`src/rtl/mem_access_unit.sv`:
```
// Load/store sequencer between the pipeline controller and a single-port word RAM.
// Byte stores go through a read-modify-write; misaligned word accesses complete without touching memory.
module mem_access_unit (
  input  logic        clk,
  input  logic        reset,
  input  logic        req,
  input  logic        mem_write,
  input  logic        mem_op,
  input  logic [31:0] addr,
  input  logic [31:0] wdata,
  output logic [31:0] rdata,
  output logic        done,
  output logic        busy,
  output logic        misalign,
  output logic        ram_en,
  output logic        ram_we,
  output logic [29:0] ram_addr,
  output logic [31:0] ram_wdata,
  input  logic [31:0] ram_rdata,
  input  logic        ram_ready
);
  localparam logic MEM_OP_WORD = 1'b0;
  localparam logic MEM_OP_BYTE = 1'b1;

  typedef enum logic [2:0] {IDLE, RD, MERGE, WR, RESP} state_t;

  state_t      state_q, state_d;
  logic [31:0] addr_q, addr_d;
  logic [31:0] wdata_q, wdata_d;
  logic        we_q, we_d;
  logic        op_q, op_d;
  logic [31:0] rbuf_q, rbuf_d;
  logic [31:0] wbuf_q, wbuf_d;
  logic [31:0] rdata_q, rdata_d;
  logic        done_q, done_d;
  logic        busy_q, busy_d;
  logic        mis_q, mis_d;
  logic        ram_en_q, ram_en_d;
  logic        ram_we_q, ram_we_d;
  logic [7:0]  rd_byte;

  always_comb begin
    case (addr_q[1:0])
      2'd0:    rd_byte = ram_rdata[7:0];
      2'd1:    rd_byte = ram_rdata[15:8];
      2'd2:    rd_byte = ram_rdata[23:16];
      default: rd_byte = ram_rdata[31:24];
    endcase
  end

  always_comb begin
    state_d = state_q;
    addr_d  = addr_q;
    wdata_d = wdata_q;
    we_d    = we_q;
    op_d    = op_q;
    rbuf_d  = rbuf_q;
    wbuf_d  = wbuf_q;
    rdata_d = rdata_q;
    done_d  = 1'b0;
    mis_d   = 1'b0;
    case (state_q)
      IDLE: begin
        if (req) begin
          addr_d  = addr;
          wdata_d = wdata;
          we_d    = mem_write;
          op_d    = mem_op;
          if (mem_op == MEM_OP_WORD && addr[1:0] != 2'd0) begin
            state_d = RESP;
            mis_d   = 1'b1;
            done_d  = 1'b1;
          end else if (mem_write && mem_op == MEM_OP_WORD) begin
            state_d = WR;
            wbuf_d  = wdata;
          end else begin
            state_d = RD;
          end
        end
      end
      RD: begin
        if (ram_ready) begin
          rbuf_d = ram_rdata;
          if (we_q) begin
            state_d = MERGE;
          end else begin
            state_d = RESP;
            done_d  = 1'b1;
            rdata_d = (op_q == MEM_OP_BYTE) ? {{24{rd_byte[7]}}, rd_byte} : ram_rdata;
          end
        end
      end
      MERGE: begin
        for (int k = 0; k < 4; k++)
          wbuf_d[8*k +: 8] = (2'(k) == addr_q[1:0]) ? wdata_q[7:0] : rbuf_q[8*k +: 8];
        state_d = WR;
      end
      WR: begin
        if (ram_ready) begin
          state_d = RESP;
          done_d  = 1'b1;
        end
      end
      RESP:    state_d = IDLE;
      default: state_d = IDLE;
    endcase
    // strobes are registered off the next state so they line up with the state they belong to
    busy_d   = (state_d != IDLE);
    ram_en_d = (state_d == RD) || (state_d == WR);
    ram_we_d = (state_d == WR);
  end

  always_ff @(posedge clk) begin
    if (reset) begin
      state_q  <= IDLE;
      addr_q   <= '0;
      wdata_q  <= '0;
      we_q     <= 1'b0;
      op_q     <= 1'b0;
      rbuf_q   <= '0;
      wbuf_q   <= '0;
      rdata_q  <= '0;
      done_q   <= 1'b0;
      busy_q   <= 1'b0;
      mis_q    <= 1'b0;
      ram_en_q <= 1'b0;
      ram_we_q <= 1'b0;
    end else begin
      state_q  <= state_d;
      addr_q   <= addr_d;
      wdata_q  <= wdata_d;
      we_q     <= we_d;
      op_q     <= op_d;
      rbuf_q   <= rbuf_d;
      wbuf_q   <= wbuf_d;
      rdata_q  <= rdata_d;
      done_q   <= done_d;
      busy_q   <= busy_d;
      mis_q    <= mis_d;
      ram_en_q <= ram_en_d;
      ram_we_q <= ram_we_d;
    end
  end

  assign rdata     = rdata_q;
  assign done      = done_q;
  assign busy      = busy_q;
  assign misalign  = mis_q;
  assign ram_en    = ram_en_q;
  assign ram_we    = ram_we_q;
  assign ram_addr  = addr_q[31:2];
  assign ram_wdata = wbuf_q;
endmodule

```
`config.mk`:
```
export PLATFORM = sky130hd
export DESIGN_NAME = mem_access_unit
export DESIGN_NICKNAME = d
export VERILOG_FILES = /design/src/rtl/mem_access_unit.sv
export SDC_FILE = /design/constraint.sdc
export NUM_CORES = 1
export LEC_CHECK = 0
export BUFFER_PORTS_ARGS = -buffer_cell sky130_fd_sc_hd__buf_4
export CAP_MARGIN = 25
export CORE_MARGIN = 1
export CORE_UTILIZATION = 47
export DETAILED_ROUTE_END_ITERATION = 12
export GPL_ROUTABILITY_DRIVEN = 0
export PLACE_DENSITY_LB_ADDON = 0.05
export SYNTH_ARGS = -nofsm -noshare
export SYNTH_HDL_FRONTEND = slang
export SYNTH_SLANG_ARGS = --single-unit
```
`constraint.sdc`:
```
create_clock -name clk -period 4.9 [get_ports clk]
set_input_delay 0.49 -clock clk [delete_from_list [all_inputs] [get_ports clk]]
set_output_delay 0.49 -clock clk [all_outputs]
set_load 0.01 [all_outputs]
```
# --- After elaboration in Yosys (flattened, before gate mapping) ---
# Index checks and enable logic that the tools add are counted.
# W data, S select, Z words.
word_totals:
  elab_cells: 65
  inputBits: 102
  ff_bits: 146
classes:
  n_mux: 23
  n_bitwise: 3
  n_reduce_logical: 13
  n_eq_ne: 13
op_table:
  columns: ["cell", "n"]
  rows:
  - ["$mux W32", 4]
  - ["$pmux W32 S2", 1]
  - ["$mux W8", 4]
  - ["$pmux W8 S3", 1]
  - ["$mux W3", 5]
  - ["$pmux W3 S4", 1]
  - ["$eq A3 B2 Y1 const B", 3]
  - ["$eq A3 B1 Y1 const B", 2]
  - ["$ne A2 B2 Y1 const B", 3]
  - ["$mux W1", 5]
  - ["$eq A2 B2 Y1 const A", 2]
  - ["$reduce_and A2 Y1", 2]
  - ["$reduce_and A4 Y1", 1]
  - ["$reduce_bool A2 Y1", 2]
  - ["$logic_not A3 Y1", 1]
  - ["$not A1 Y1", 3]
  - ["$pmux W1 S3", 1]
  - ["$reduce_and A3 Y1", 1]
  - ["$reduce_bool A3 Y1", 1]
  - ["$eq A1 B2 Y1 const A", 1]
  - ["$eq A2 B1 Y1 const B", 1]
  - ["$eq A2 B2 Y1 const B", 1]
  - ["$logic_and A1 B1 Y1", 2]
  - ["$logic_not A2 Y1", 1]
  - ["3 further kinds", 3]

# --- Longest topological paths before layout ---
depth:
  ltp_word: 8
  depth_mapped: 7
  depth_no_buf: 4

# --- Worst setup path after synthesis ---
# No wires, ideal clock.
synth_timing:
  kind: "in2reg"
  startpoint: "input addr[0]"
  endpoint: "register wbuf_q[16] (netlist: ram_wdata[16])"
  slack_ns: 3.222
  cell_stages: 5
  t_arrival_ns: 1.556
  setup_time_ns: 0.122
  required_ns: 4.778
  cell_sequence: "nor4b_2 > a21o_1 > a21oi_1 > buf_2 > a221o_1"
synth_via:
  elab_chain_cells: 4
synth_rtl:
  columns: ["element", "line", "source"]
  rows:
  - ["start: declaration", "9", "input logic [31:0] addr,"]
  - ["$reduce_bool A2 Y1", "69", "if (mem_op == MEM_OP_WORD && addr[1:0] != 2'd0) begin"]
  - ["$logic_and A1 B1 Y1", "69", null]
  - ["$ne A2 B2 Y1 (no source line)", null, null]
  - ["$reduce_and A4 Y1 (no source line)", null, null]
  - ["end signal: assignment", "135", "wbuf_q <= wbuf_d;"]
  - ["end: declaration", "33", "logic [31:0] wbuf_q, wbuf_d;"]
# No other way between the ends.
# A chain may end at the register's enable or synchronous reset.

# --- Worst setup path after layout ---
layout_timing:
  startpoint: "register state_q[0]"
  endpoint: "register rdata_q[26] (netlist: rdata[26])"
layout_via:
  elab_chain_cells: 2
layout_rtl:
  columns: ["element", "line", "source"]
  rows:
  - ["start: declaration", "27", "state_t state_q, state_d;"]
  - ["start signal: assignment", "129", "state_q <= state_d;"]
  - ["$eq A3 B1 Y1", "62", "case (state_q)"]
  - ["$reduce_and A3 Y1 (no source line)", null, null]
  - ["end signal: assignment", "136", "rdata_q <= rdata_d;"]
  - ["end: declaration", "34", "logic [31:0] rdata_q, rdata_d;"]
# No other way between the ends.

==> summary.md <==
| Metric | Value |
|---|---|
| Total Routing Usage GR | `25.62%` |
| Vias | `5622` |
| Post-synth EDFFs | `0` |
| Seq cells post-synth | `146` |
| FF-to-FF End | `rdata[26]$_SDFFE_PP0P_` |
| RSZ-0062 raised after global routing | `no` |
| Finished Cell Area | `8056 um2` |
| Clock share of power | `43.4%` |
| Fin nets | `982` |
| Initial Util | `48.18%` |
| Filler cell count | `1174` |
| Synth warnings | `0` |
| Setup crit start kind | `register` |
| Final hold viol count | `0` |
| Vias per cell | `5.279` |
| Pwr per Cell Area | `375.9 nW/um2` |
| Routed length per instance | `15.82 um` |
| HP Start | `wdata[14]` |
| List of most frequent post-synthesis cells | `nand2_1 (202), dfxtp_1 (146), a21oi_1 (109)` |
| ANT cells | `0` |
| Synth Flop Type | `dfxtp_1` |
| Comb pwr share | `13.4%` |
| Cell Area, Placed | `7382 um2` |
| Cell Area, Synth | `6080 um2` |
| Synth cell types | `34` |
| Type of the tightest min-delay check | `in2reg` |
| Worst Setup Path Type | `reg2reg` |
| Synth top area share | `48.08%` |
| Buffer count from post-CTS setup fixing | `0` |
| Largest net degree at the start of global routing | `111` |
| Resized Gates After CTS | `0` |
| Final setup vio count | `0` |
| Max VDD drop | `0.2221 mV` |
| Hpwl dp | `12060 um` |
| Status | `finished clean` |
| Critical Path AT | `2470 ps` |
| Post-synthesis mux area share | `1.852%` |
| Synth Area in Simple Gates | `22.10%` |
| Post-route setup slack | `2755 ps` |
| DP Worst Slack | `1965 ps` |
| Share of cells above drive strength 1 | `28.33%` |
| Seq/Total Area, Yosys | `48.08%` |
| Setup TNS | `0 ps` |
| Xor/xnor cell area share of the yosys netlist | `0%` |
| Final period util | `43.77%` |
| Synth Area in Compound Gates | `19.96%` |
| Slew at the pin closest to its max-slew limit | `990.2 ps` |
| NetSw | `748.7 uW` |
| Slew HR | `33.91%` |
| Max Cap Viol | `0` |
| First-pass GRT wire length | `26160 um` |
| Final WL | `16850 um` |
| CTS tree | `built` |
| Vias in the first global route | `5365` |
| Post-Synth Adder-Cell Area | `0%` |
| Internal power | `2280 uW` |
| Drt drc | `0` |
| Die W | `115.7 um` |
| I/O pins | `201` |
| Most area-hungry cell type in the Yosys netlist | `dfxtp_1` |
| Root buffer cell | `clkbuf_16` |
| Seq pwr share | `43.2%` |
| Hold Path Sink | `ram_wdata[14]$_SDFFE_PP0P_` |
| Gr ovfl total | `0` |
| Final core occ | `63.84%` |
| # H-tree levels | `4` |
| Switching share of power | `24.72%` |
| Clock transition at path regs | `60 ps` |
| Clock sink count | `146` |
| Post-route minimum period | `2145 ps` |
| CORE AREA | `12620 um2` |
| Hold depth | `2` |
| Peak Freq | `466.3 MHz` |
| Worst reg2reg path depth | `5` |
| Skew-Pair Late Insertion Delay | `420 ps` |
| Antenna Nets Post-Route | `0` |
| Dominant cells by area after synthesis | `dfxtp_1 (48%), nand2_1 (12%), a21oi_1 (9.0%)` |
| Register area | `2923 um2` |
| Final Max Slew Viols | `0` |
| Initial drt markers | `335` |
| FP Rows | `41` |
| CTS Hold Bufs | `0` |
| Reg-to-Reg Start | `state_q[0]$_SDFF_PP0_` |
| CP max FO | `34` |
| Critical Path RT | `5220 ps` |
| Die Height | `115.7 um` |
| Layout area overhead | `32.52%` |
| Main combinational cell family by area after synthesis | `simple AND/OR/NAND/NOR gates` |
| Syn nets | `841` |
| I/O Buffers | `200` |
| Clk_skew | `5.983 ps` |
| Top-count cell post-synth | `nand2_1` |
| Syn Inst Count | `739` |
| Async SR Flop Fraction | `0%` |
| Die footprint | `13390 um2` |
| P_leak | `0.003308 uW` |
| Setup slack, reg-to-reg | `2760 ps` |
| Syn Area/Cell | `8.227 um2` |
| TritonCTS Buffers | `17` |
| DR pass1 iterations | `5` |
| Footprint of the multi-input gates | `2683 um2` |
| Longest Clk Path Bufs | `2` |
| Setup crit end kind | `register` |
| Initial antenna violation count | `0` |
## worst max-delay path: stages (launching register included)
cell	delay (ps)
dfxtp_1	490
nand4bb_1	150
buf_4	260
nor2_2	790
nor2_1	100
a211oi_1	250
## registers in the layout, summed over array words and instances (netlist names)
signal and flops:
addr_q 32, busy 1, done 1, misalign 1, op_q 1, ram_en 1
ram_wdata 32, ram_we 1, rbuf_q 32, rdata 32, state_q 3, wdata_q 8
we_q 1
## layout by cell type, fill, tap and decap left out, types with 7 or more instances in the layout
cell type	instances
a21oi_1	108
nand2b_1	27
nand2_1	202
dfxtp_1	146
a221o_1	32
nand3_1	8
clkinv_2	7
clkbuf_16	17
nor2_1	39
mux2i_1	9
or3_1	9
nor2b_1	9
o22ai_1	7
a211oi_1	32
buf_4	206
## per-stage QoR
step,power (uW),cells,hold WS (ps)
2_1_floorplan,1566,739,436.0
3_3_place_gp,1721,1029,443.2
3_5_place_dp,1733,1030,447.0
4_1_cts,3046,1062,273.9
5_1_grt,3154,1065,283.6
6_report,3029,1065,293.6
## cells by family (layout without fill, tap and decap cells)
kind of cell / Yosys count / count (layout)
DFF: 146 / 146
AOI/OAI and AO/OA: 188 / 188
and+or+nand+nor: 307 / 307
buffers and inverters: 88 / 242
muxes: 10 / 10
## final cells by class
type	count	area share, %
clock inverter	11	1.662
clock buffer	21	5.839
sequential	146	36.28
multi-input combinational	505	33.30
tap	172	2.671
timing repair buffer	210	20.25
## worst max-delay path by stage
stage / start / end / slack [ps] / cells after the start
2_1_floorplan: addr[0] / ram_wdata[16]$_SDFFE_PP0P_ / 3220 / 5
3_3_place_gp: ram_ready / rdata[30]$_SDFFE_PP0P_ / 2080 / 5
3_5_place_dp: ram_ready / rdata[17]$_SDFFE_PP0P_ / 1970 / 5
4_1_cts: state_q[0]$_SDFF_PP0_ / rdata[17]$_SDFFE_PP0P_ / 2010 / 4
5_1_grt: state_q[0]$_SDFF_PP0_ / rdata[24]$_SDFFE_PP0P_ / 2510 / 5
6_report: state_q[0]$_SDFF_PP0_ / rdata[26]$_SDFFE_PP0P_ / 2760 / 5
## per-layer routing
layer / vias to the layer above / GRT usage, % / share of wire [%]
met1: 2615 / 30.31 / 40
met5: - / 0 / 0
met4: 0 / 10.26 / 2.2
met3: 27 / 4.864 / 6.1
met2: 199 / 45.71 / 52
li1: 2781 / - / -
## power groups by stage
stage,Sequential (uW),Clock (uW),Combinational (uW)
final,1310,1310,407
after global routing,1320,1390,448
after CTS,1310,1340,401
after detailed placement,1330,0,400
after global placement,1330,0,391
after floorplan,1320,0,245
No activity file was read; power rests on OpenSTA's default activity.
